$ cat src/rtl/mmio_arb.sv
// mmio_arb: round-robin arbiter/sequencer for the shared mmio register port.
// Each transaction is latched on grant, issued as one io_en cycle, then answered.
// Optional feature macro: MMIO_ARB_ADDR_CHECK_EN (address range / alignment check;
// bad requests skip the mmio access and answer with rsp_err=1).
module mmio_arb #(
    parameter int          NREQ     = 2,
    parameter logic [31:0] IO_START = 32'h0000_1000
) (
    input  logic                 clk,
    input  logic                 rst,
    input  logic [NREQ-1:0]      req,
    input  logic [NREQ*32-1:0]   req_addr,
    input  logic [NREQ*32-1:0]   req_wdata,
    input  logic [NREQ-1:0]      req_we,
    input  logic [NREQ*2-1:0]    req_dw,
    output logic [NREQ-1:0]      gnt,
    output logic [NREQ-1:0]      rsp_valid,
    output logic [31:0]          rsp_rdata,
    output logic                 rsp_err,
    output logic                 io_en,
    output logic [31:0]          addr,
    output logic [31:0]          wdata,
    output logic                 mem_rw,
    output logic [1:0]           dw,
    input  logic [31:0]          io_read
);

    // Access widths: DB=0 (byte), DH=1 (half), DW=2 (word).
    localparam logic [1:0] DW_WORD = 2'd2;
`ifdef MMIO_ARB_ADDR_CHECK_EN
    localparam logic [1:0] DW_HALF = 2'd1;
`endif
    localparam int PW = (NREQ > 2) ? 2 : 1;

    typedef enum logic [1:0] {
        S_IDLE  = 2'd0,
        S_ISSUE = 2'd1,
        S_RESP  = 2'd2
    } state_t;

    state_t          r_state;
    state_t          w_state_nxt;
    logic [PW-1:0]   r_rr_ptr;
    logic [PW-1:0]   r_gsel;
    logic            r_we;
    logic            r_err;
    logic [31:0]     r_addr;
    logic [31:0]     r_wdata;
    logic [1:0]      r_dw;

    logic [2*NREQ-1:0] w_dbl;
    logic [NREQ-1:0]   w_rot;
    logic              w_found;
    logic [PW-1:0]     w_win;
    logic [PW-1:0]     w_rr_nxt;
    logic [31:0]       w_sel_addr;
    logic [31:0]       w_sel_wdata;
    logic              w_sel_we;
    logic [1:0]        w_sel_dw;
    logic              w_err;

    // Round-robin pick: rotate requests so rr_ptr sits at bit 0, take the first set bit.
    always_comb begin
        int w_idx;
        w_dbl   = {req, req} >> r_rr_ptr;
        w_rot   = w_dbl[NREQ-1:0];
        w_found = 1'b0;
        w_idx   = 0;
        for (int j = 0; j < NREQ; j++) begin
            if (!w_found && w_rot[j]) begin
                w_found = 1'b1;
                w_idx   = int'(r_rr_ptr) + j;
                if (w_idx >= NREQ) w_idx = w_idx - NREQ;
            end
        end
        w_win    = PW'(w_idx);
        w_rr_nxt = (w_idx == NREQ - 1) ? '0 : PW'(w_idx + 1);
    end

    // Mux the winning requester's fields and evaluate the optional address check.
    always_comb begin
        w_sel_addr  = '0;
        w_sel_wdata = '0;
        w_sel_we    = 1'b0;
        w_sel_dw    = '0;
        for (int i = 0; i < NREQ; i++) begin
            if (w_win == PW'(i)) begin
                w_sel_addr  = req_addr[i*32 +: 32];
                w_sel_wdata = req_wdata[i*32 +: 32];
                w_sel_we    = req_we[i];
                w_sel_dw    = req_dw[i*2 +: 2];
            end
        end
`ifdef MMIO_ARB_ADDR_CHECK_EN
        w_err = (w_sel_addr < IO_START) ||
                ((w_sel_dw == DW_HALF) && w_sel_addr[0]) ||
                ((w_sel_dw == DW_WORD) && (w_sel_addr[1:0] != 2'b00));
`else
        w_err = 1'b0;
`endif
    end

    // State, round-robin pointer and the latched transaction.
    always_ff @(posedge clk) begin
        if (rst) begin
            r_state  <= S_IDLE;
            r_rr_ptr <= '0;
            r_gsel   <= '0;
            r_we     <= 1'b0;
            r_err    <= 1'b0;
            r_addr   <= '0;
            r_wdata  <= '0;
            r_dw     <= DW_WORD;
        end else begin
            r_state <= w_state_nxt;
            if (r_state == S_IDLE && w_found) begin
                r_rr_ptr <= w_rr_nxt;
                r_gsel   <= w_win;
                r_we     <= w_sel_we;
                r_err    <= w_err;
                r_addr   <= w_sel_addr;
                r_wdata  <= w_sel_wdata;
                r_dw     <= w_sel_dw;
            end
        end
    end

    // Next state and per-cycle strobes; grant/response are suppressed while in reset.
    always_comb begin
        w_state_nxt = r_state;
        gnt         = '0;
        rsp_valid   = '0;
        rsp_rdata   = '0;
        rsp_err     = 1'b0;
        io_en       = 1'b0;
        case (r_state)
            S_IDLE: begin
                if (w_found) begin
                    w_state_nxt = w_err ? S_RESP : S_ISSUE;
                    if (!rst) begin
                        for (int i = 0; i < NREQ; i++) gnt[i] = (w_win == PW'(i));
                    end
                end
            end
            S_ISSUE: begin
                io_en       = 1'b1;
                w_state_nxt = S_RESP;
            end
            S_RESP: begin
                w_state_nxt = S_IDLE;
                if (!rst) begin
                    for (int i = 0; i < NREQ; i++) rsp_valid[i] = (r_gsel == PW'(i));
                    rsp_rdata = (r_we || r_err) ? 32'h0 : io_read;
                    rsp_err   = r_err;
                end
            end
            default: w_state_nxt = S_IDLE;
        endcase
    end

    assign addr   = r_addr;
    assign wdata  = r_wdata;
    assign mem_rw = r_we;
    assign dw     = r_dw;

endmodule

$ cat config.mk
export PLATFORM = sky130hd
export DESIGN_NAME = mmio_arb
export DESIGN_NICKNAME = d
export VERILOG_FILES = /design/src/rtl/mmio_arb.sv
export SDC_FILE = /design/constraint.sdc
export NUM_CORES = 1
export LEC_CHECK = 0
export CAP_MARGIN = 5
export CORE_AREA = 2 2 107 109
export CTS_CLUSTER_DIAMETER = 80
export DETAILED_ROUTE_END_ITERATION = 16
export DIE_AREA = 0 0 109 111
export PLACE_DENSITY = 0.84
export SYNTH_ARGS = -nofsm -noshare
export SYNTH_HDL_FRONTEND = slang
export SYNTH_SLANG_ARGS = --single-unit
$ cat constraint.sdc
create_clock -name clk -period 4.52 [get_ports clk]
set_input_delay 0.678 -clock clk [delete_from_list [all_inputs] [get_ports clk]]
set_output_delay 0.678 -clock clk [all_outputs]
set_load 0.05 [all_outputs]
# ---- Word level (Yosys, flattened, before mapping)
# Index checks and enable logic that the tools add are counted.
dict set report op_classes {
  div 0
  magnitude_cmp 2
  addsub 4
  n_mul 0
  shift 1
  n_bitwise 2
  mux 22
  eq_ne 4
  reduce_logical 4
}
# cell count
set ops {}
lappend ops {{2-to-1 mux 32 bit} 9}
lappend ops {{equality test 32 x 2 -> 1 bit (second input constant)} 1}
lappend ops {{2-to-1 mux 2 bit} 7}
lappend ops {{2-to-1 mux 1 bit} 5}
lappend ops {{case mux 2 bit (2 select lines)} 1}
lappend ops {{>> shifter 4 x 1 -> 2 bit} 1}
lappend ops {{subtractor 1 x 2 -> 3 bit (second input constant)} 1}
lappend ops {{subtractor 2 x 2 -> 3 bit (second input constant)} 1}
lappend ops {{adder 1 x 1 -> 2 bit (second input constant)} 1}
lappend ops {{equality test 2 x 1 -> 1 bit (second input constant)} 1}
lappend ops {{equality test 2 bit (second input constant)} 1}
lappend ops {{greater-or-equal comparator 1 x 2 -> 1 bit (second input constant)} 1}
lappend ops {{greater-or-equal comparator 2 bit (second input constant)} 1}
lappend ops {{logical AND 1 bit} 2}
lappend ops {{zero test 2 bit} 1}
lappend ops {{inequality test 2 bit (second input constant)} 1}
lappend ops {{inverter 1 bit} 2}
lappend ops {{adder 1 bit (second input constant)} 1}
lappend ops {{zero test 1 bit} 1}
dict set report totals {
  n_memories 0
  ff_bits 71
  in_bits 170
  output_inout_bits 105
  ramBits 0
  latchBits 0
  mem_bits_ro 0
}

# ---- Depth between registers and ports, before layout
# Gate-level depths: netlist of the first run.
dict set report logic_depth {
  depth_word 9
  ltp_mapped 5
  mapped_depth_nobuf 3
}

# ---- Least setup slack after synthesis of the first run
# Ideal clock, no wire load.
dict set report synth_path {
  path_type {in2out}
  start {input req[1]}
  end {output gnt[1]}
  stages 5
  arrival_ns 2.007
  setup_slack_ns 1.835
  path_cell_list {nor3b_1 -> buf_2 -> buf_2 -> nand2_1 -> nor2_1}
}
dict set report synth_via {
  elab_chain_cells 8
}
# element line_no
set synth_rtl {}
lappend synth_rtl {{from (decl)} 11} ;# input logic [NREQ-1:0] req,
lappend synth_rtl {{>> shifter 4 x 1 -> 2 bit *} 65} ;# w_dbl = {req, req} >> r_rr_ptr;
lappend synth_rtl {{2-to-1 mux 1 bit} 70} ;# if (!w_found && w_rot[j]) begin
lappend synth_rtl {{zero test 1 bit} 70}
lappend synth_rtl {{logical AND 1 bit} 70}
lappend synth_rtl {{2-to-1 mux 32 bit} 70}
lappend synth_rtl {{2-to-1 mux 2 bit} 140} ;# if (!rst) begin
lappend synth_rtl {{2-to-1 mux 2 bit *} 138} ;# if (w_found) begin
lappend synth_rtl {{2-to-1 mux 2 bit *} 136} ;# case (r_state)
lappend synth_rtl {{to (decl)} 16} ;# output logic [NREQ-1:0] gnt,
# Every way passes the cells marked *; elsewhere a longest branch is shown, timed or not.

# ---- Worst setup path in the final report of the first run
dict set report layout_path {
  start {input req[1]}
  end {output gnt[0]}
}
dict set report layout_via {
  elab_chain_cells 9
}
# element line_no
set layout_rtl {}
lappend layout_rtl {{>> shifter 4 x 1 -> 2 bit *} 65}
lappend layout_rtl {{2-to-1 mux 1 bit} 70}
lappend layout_rtl {{zero test 1 bit} 70}
lappend layout_rtl {{logical AND 1 bit} 70}
lappend layout_rtl {{2-to-1 mux 32 bit} 70}
lappend layout_rtl {{inverter 1 bit} 141} ;# for (int i = 0; i < NREQ; i++) gnt[i] = (w_win == PW'(i));
lappend layout_rtl {{2-to-1 mux 2 bit} 140}
lappend layout_rtl {{2-to-1 mux 2 bit *} 138}
lappend layout_rtl {{2-to-1 mux 2 bit *} 136}
# Marks and branches as above.

==> flow_metrics.env, run 1 <==
export IMPL_rows=39
export IMPL_post_cts_resized=0
export IMPL_die_h_um=111
export IMPL_synth_cell_type_count=29
export IMPL_antenna_found_initial=0
export IMPL_hold_violations=0
export IMPL_finalClockSkew_ns=0.00551
export IMPL_clkLatencyLatePin_ns=0.32
export IMPL_period_minus_slack_ns=3.58
export IMPL_htree_num_levels=3
export IMPL_setup_violations=0
export IMPL_overflow=0
export IMPL_dieArea_sq_um=12100
export IMPL_place_gp_congestion=0.847
export IMPL_drive_above_1_share_pct=8.58
export IMPL_clockBufferDepth=2
export IMPL_yosys_warnings=0
export IMPL_reg2regPathDepth=3
export IMPL_drt_iter0_drc=339
export IMPL_die_w_um=109
export IMPL_pre_cts_ws_ns=0.948
export IMPL_start_util_pct=30.7
export IMPL_maxCapViolations=0
export IMPL_cts_buffers=9
export IMPL_coreArea_sq_um=11100
export IMPL_p_per_area_nw_per_um2=322
export IMPL_leakagePower_nw=2.31
export IMPL_syn_inst=423
export IMPL_clock_sinks=71
export IMPL_fin_setup_tns_ns=0
export IMPL_worstSetupPathType="input pin to output port"
export IMPL_critPathRequiredTime_ns=3.84
export IMPL_firstDrtPassIters=5
export IMPL_nFillCells=968
export IMPL_cp_end_kind="output port"
export IMPL_clk_pin_slew_ns=0.05
export IMPL_slew_violations=0
export IMPL_syn_to_final_growth_pct=90.1
export IMPL_vdd_ir_drop_max_uv=154
export IMPL_cts_root_buffer="clkbuf_16"
export IMPL_first_global_vias=4343
export IMPL_io_pins=275
export IMPL_vias=4469
export IMPL_yosysSeqAreaShare_pct=41.8
export IMPL_hold_depth=2
export IMPL_final_nets=831
export IMPL_slew_limit_headroom_pct=24.7
export IMPL_grtUsageTotal_pct=23.3
export IMPL_max_freq_mhz=279
export IMPL_grt_max_degree=60
export IMPL_synth_fp_nets=593
export IMPL_cts_tree="yes"
export IMPL_synthesis_area_sq_um=3400
export IMPL_hold_class="register to register"
export IMPL_yosys_register_bits=71
export IMPL_routed_via_density=5.54
export IMPL_hold_slack_ns=0.489
export IMPL_syn_avg_cell_area_sq_um=8.03
export IMPL_rsz0062_at_grt="false"
export IMPL_period_share_pct=79.2
export IMPL_grt_pass1_wl_mm=22.4
export IMPL_wire_per_inst_um=18.0
export IMPL_crit_fanout=13
export IMPL_cts_hold_fix_buffers=0
export IMPL_finalPower_mw=2.08
export IMPL_fin_ws_ns=0.940
export IMPL_drc=0
export IMPL_post_cts_buffers=0
export IMPL_drt_total_wl_mm=14.5
export IMPL_arrival_ns=2.90
export IMPL_num_antenna_cells=0
export IMPL_finalNonFillerCells=807
export IMPL_dp_cells=793
export IMPL_outcome="completed"
export IMPL_antenna_left=0
export IMPL_start_kind="input pin"
export IMPL_post_dp_hpwl_mm=10.1
export IMPL_tightest_slew_ns=1.13
export IMPL_port_buffers=273
## final cells by class
class / count / area, sq um / area share, %
repair buffers: 279 / 2830 / 43.7
multi-input cells: 299 / 1760 / 27.3
flip-flops and latches: 71 / 1420 / 22.0
clock buffers: 13 / 260 / 4.03
well taps: 143 / 179 / 2.77
clock inverters: 1 / 5.00 / 0.0775
inverters: 1 / 3.75 / 0.0581
## cell usage after synthesis
library cell	count	area share [%]
nor2_1	6	0.66
nand4b_1	1	0.26
nand3_1	110	16
and2_1	32	5.9
dfxtp_1	71	42
buf_6	2	0.66
clkbuf_2	3	0.44
and3b_1	1	0.26
inv_1	1	0.11
nor2b_1	3	0.55
nand2b_1	1	0.18
or3b_1	2	0.52
nand2_1	1	0.11
o21ba_1	1	0.29
o21ai_0	56	8.2
a221o_1	12	3.5
nor4b_1	12	3.1
a31oi_1	54	9.9
a211oi_1	1	0.22
or2_4	1	0.26
clkbuf_1	26	2.9
nor3_1	1	0.15
buf_2	15	2.2
conb_1	1	0.11
buf_1	5	0.55
a21oi_1	1	0.15
nor3b_1	1	0.22
a2bb2oi_1	1	0.26
buf_4	1	0.22
## report_power, final
part / internal [mW] / leakage [nW] / switching, mW
sequential: 0.686 / 0.585 / 0.0333
clock: 0.394 / 0.132 / 0.242
combinational: 0.299 / 1.59 / 0.427
## layer usage
layer	part of all wire [%]	wire length [um]	vias to the layer above	GRT usage, %
met3	11	1560	32	7.29
met2	49	7060	291	38.9
met5	0	0	-	0
li1	-	-	2046	-
met4	2.7	399	0	11.0
met1	38	5490	2100	26.5
## cell families after synthesis
kind of cell / count (synthesis) / synth area share [%]
AO/OA/AOI/OAI: 126 / 22.6
other: 1 / 0.110
buffers and inverters: 53 / 7.07
AND/OR/NAND/NOR: 172 / 28.4
flip-flops: 71 / 41.8
## per-stage QoR
stage | area (sq um) | utilization [%]
6_report | 6460 | 58.3
5_1_grt | 6460 | 58.3
4_1_cts | 6460 | 58.3
3_5_place_dp | 6190 | 55.9
3_3_place_gp | 6190 | 55.9
2_1_floorplan | 3400 | -
## layout by cell type, fill, tap and decap left out, drive strengths merged
master         synthesis  layout
or3b                   2       2
a221o                 12      12
nand2b                 1       1
inv                    1       1
nor2                   6       6
a211oi                 1       1
conb                   1       1
or2                    1       1
o21ai                 56      56
a2bb2oi                1       1
o21ba                  1       1
clkbuf                29      13
nor2b                  3       3
clkinv                 0       1
dfxtp                 71      71
clkdlybuf4s50          0     239
nand4b                 1       1
nor3                   1       1
a21oi                  1       1
nor3b                  1       1
and2                  32      32
nand2                  1       1
buf                   23      40
a31oi                 54      54
nand3                110     110
and3b                  1       1
nor4b                 12      12
## state kept, by name, summed over array words and instances, names as in the netlist
name	flops
r_state	2
dw	2
wdata	32
r_rr_ptr	1
r_gsel	1
addr	32
mem_rw	1
## final timing paths
check / start / end / slack (ns)
setup / recovery: req[1] / gnt[0] / 0.94
hold / removal: addr[30] / addr[30] / 0.49
setup reg to reg: r_state[1] / wdata[9] / 2.69
hold reg to reg: addr[30] / addr[30] / 0.49
## critical path, stage by stage
cell,delay (ns)
clkdlybuf4s50_1,0.52
a211oi_4,0.29
and3b_1,0.51
clkdlybuf4s50_1,0.90
(Power assumes the default switching activity.)
==> run 2: changes to the inputs <==
- CORE_AREA: 2 2 107 109 -> 2 2 108 110
- DIE_AREA: 0 0 109 111 -> 0 0 110 112
- PLACE_DENSITY: 0.84 -> 0.83
- clock period: 4.52 -> 3.7 ns (I/O delays scaled with it)
==> run 2 against run 1 <==
  * Critical path depth down 1
  * Sequential power up 22%
  * Largest cell class unchanged
  * Die area up 1.8%
  * Via count down 0.25%
  * Critical endpoint is now rsp_valid[1]
==> flow_metrics.env, run 2 (synthesized netlist as in run 1, its figures left out) <==
export IMPL_vdd_ir_drop_max_uv=188
export IMPL_critPathRequiredTime_ns=3.14
export IMPL_vias=4458
export IMPL_pwr_share_clk_pct=30.5
export IMPL_post_cts_buffers=0
export IMPL_reg2reg_slack_ns=1.89
export IMPL_place_gp_congestion=0.867
export IMPL_slew_violations=0
export IMPL_dieArea_sq_um=12300
export IMPL_post_cts_resized=0
export IMPL_fin_util_pct=60.3
export IMPL_tightest_slew_ns=0.801
export IMPL_outcome="completed"
export IMPL_grt_pass1_wl_mm=21.9
export IMPL_period_minus_slack_ns=2.68
export IMPL_antenna_found_initial=0
export IMPL_arrival_ns=2.12
export IMPL_crit_fanout=6
export IMPL_pre_cts_ws_ns=1.05
export IMPL_mostFrequentLayoutCells="237 x clkdlybuf4s50_1, 110 x nand3_1, 71 x dfxtp_1"
export IMPL_die_w_um=110
export IMPL_cts_buffers=9
export IMPL_drive_above_1_share_pct=9.02
export IMPL_finalPower_mw=2.56
export IMPL_p_sw_share_pct=33.7
export IMPL_slew_limit_headroom_pct=46.5
export IMPL_p_per_area_nw_per_um2=380
export IMPL_grtUsageTotal_pct=22.7
export IMPL_hold_class="register to register"
export IMPL_cts_hold_fix_buffers=0
export IMPL_num_antenna_cells=0
export IMPL_routed_via_density=5.52
export IMPL_rsz0062_at_grt="false"
export IMPL_io_pins=275
export IMPL_start_kind="register"
export IMPL_fin_setup_tns_ns=0
export IMPL_coreArea_sq_um=11200
export IMPL_die_h_um=112
export IMPL_max_freq_mhz=373
export IMPL_leakagePower_nw=2.38
export IMPL_syn_to_final_growth_pct=98.2
export IMPL_clk_pin_slew_ns=0.05
export IMPL_r2r_end="wdata[9]"
export IMPL_pwr_share_comb_pct=35.1
export IMPL_drt_total_wl_mm=14.6
export IMPL_drc=0
export IMPL_start_util_pct=30.4
export IMPL_drt_iter0_drc=285
export IMPL_reg2regPathDepth=3
export IMPL_worstSetupPathType="register to output port"
export IMPL_cts_root_buffer="clkbuf_16"
export IMPL_setup_violations=0
export IMPL_period_share_pct=72.4
export IMPL_pwr_share_seq_pct=34.4
export IMPL_hold_slack_ns=0.488
export IMPL_htree_num_levels=3
export IMPL_final_common_cell="clkdlybuf4s50_1"
export IMPL_p_int_mw=1.70
export IMPL_clock_sinks=71
export IMPL_overflow=0
export IMPL_hold_violations=0
export IMPL_wire_per_inst_um=18.1
export IMPL_grt_max_degree=75
export IMPL_p_sw_mw=0.863
export IMPL_maxCapViolations=0
export IMPL_nFillCells=939
export IMPL_cp_end_kind="output port"
export IMPL_port_buffers=273
export IMPL_cts_tree="yes"
export IMPL_critPathLaunch="r_state[1]"
export IMPL_crit_end="rsp_valid[1]"
export IMPL_clkLatencyLatePin_ns=0.32
export IMPL_firstDrtPassIters=5
export IMPL_final_nets=832
export IMPL_first_global_vias=4263
export IMPL_fin_ws_ns=1.02
export IMPL_rows=39
export IMPL_finalClockSkew_ns=0.00647
export IMPL_post_dp_hpwl_mm=10.5
export IMPL_crit_reg2reg_launch="r_state[0]"
export IMPL_antenna_left=0
export IMPL_clockBufferDepth=2
[run 2: cell types whose count changed in the layout (fill, tap and decap cells not counted)]
cell	before	now
buf_12	11	33
clkdlybuf4s50_1	239	237
buf_4	27	8
[run 2: how the worst min path moves through the flow]
| stage | from | to | slack [ns] | cells past startpoint |
|---|---|---|---|---|
| 2_1_floorplan | r_gsel | r_gsel | 0.47 | 2 |
| 3_3_place_gp | wdata[28] | wdata[28] | 0.47 | 2 |
| 3_5_place_dp | wdata[27] | wdata[27] | 0.48 | 2 |
| 4_1_cts | wdata[27] | wdata[27] | 0.49 | 2 |
| 5_1_grt | wdata[27] | wdata[27] | 0.50 | 2 |
| 6_report | wdata[27] | wdata[27] | 0.49 | 2 |
[run 2: layout make-up]
class	count	area (sq um)	area share [%]
timing repair buffer	280	3100	46.1
clock inverter	1	5.00	0.0743
tap	143	179	2.66
inverter	1	3.75	0.0557
multi-input combinational	299	1760	26.2
sequential	71	1420	21.1
clock buffer	13	260	3.86
[run 2: routing by layer]
metal | part of all wire [%] | GRT usage [%] | wire length [um] | vias up
li1 | - | - | - | 2050
met1 | 37 | 25.5 | 5360 | 2103
met2 | 48 | 37.8 | 7050 | 268
met3 | 12 | 8.43 | 1720 | 37
met4 | 3.5 | 10.0 | 507 | 0
met5 | 0 | 0 | 0 | -
[run 2: critical path, stage by stage, from the launching register on]
cell             delay (ns)
dfxtp_1                0.47
or3b_1                 0.42
nor2_1                 0.11
clkdlybuf4s50_1        0.81
[run 2: power by group through the flow]
stage / Combinational (mW) / Clock (mW) / Sequential [mW]
after floorplan: 0.260 / 0 / 1.12
after global placement: 0.885 / 0 / 0.891
after global routing: 0.940 / 0.841 / 0.887
after CTS: 0.900 / 0.798 / 0.880
final: 0.898 / 0.781 / 0.880
after detailed placement: 0.896 / 0 / 0.895
[run 2: stage by stage]
| stage | instance area [sq um] | cells |
|---|---|---|
| floorplan | 3400 | 423 |
| global placement | 6470 | 794 |
| detailed placement | 6470 | 794 |
| CTS | 6740 | 808 |
| global route | 6740 | 808 |
| finish | 6740 | 808 |
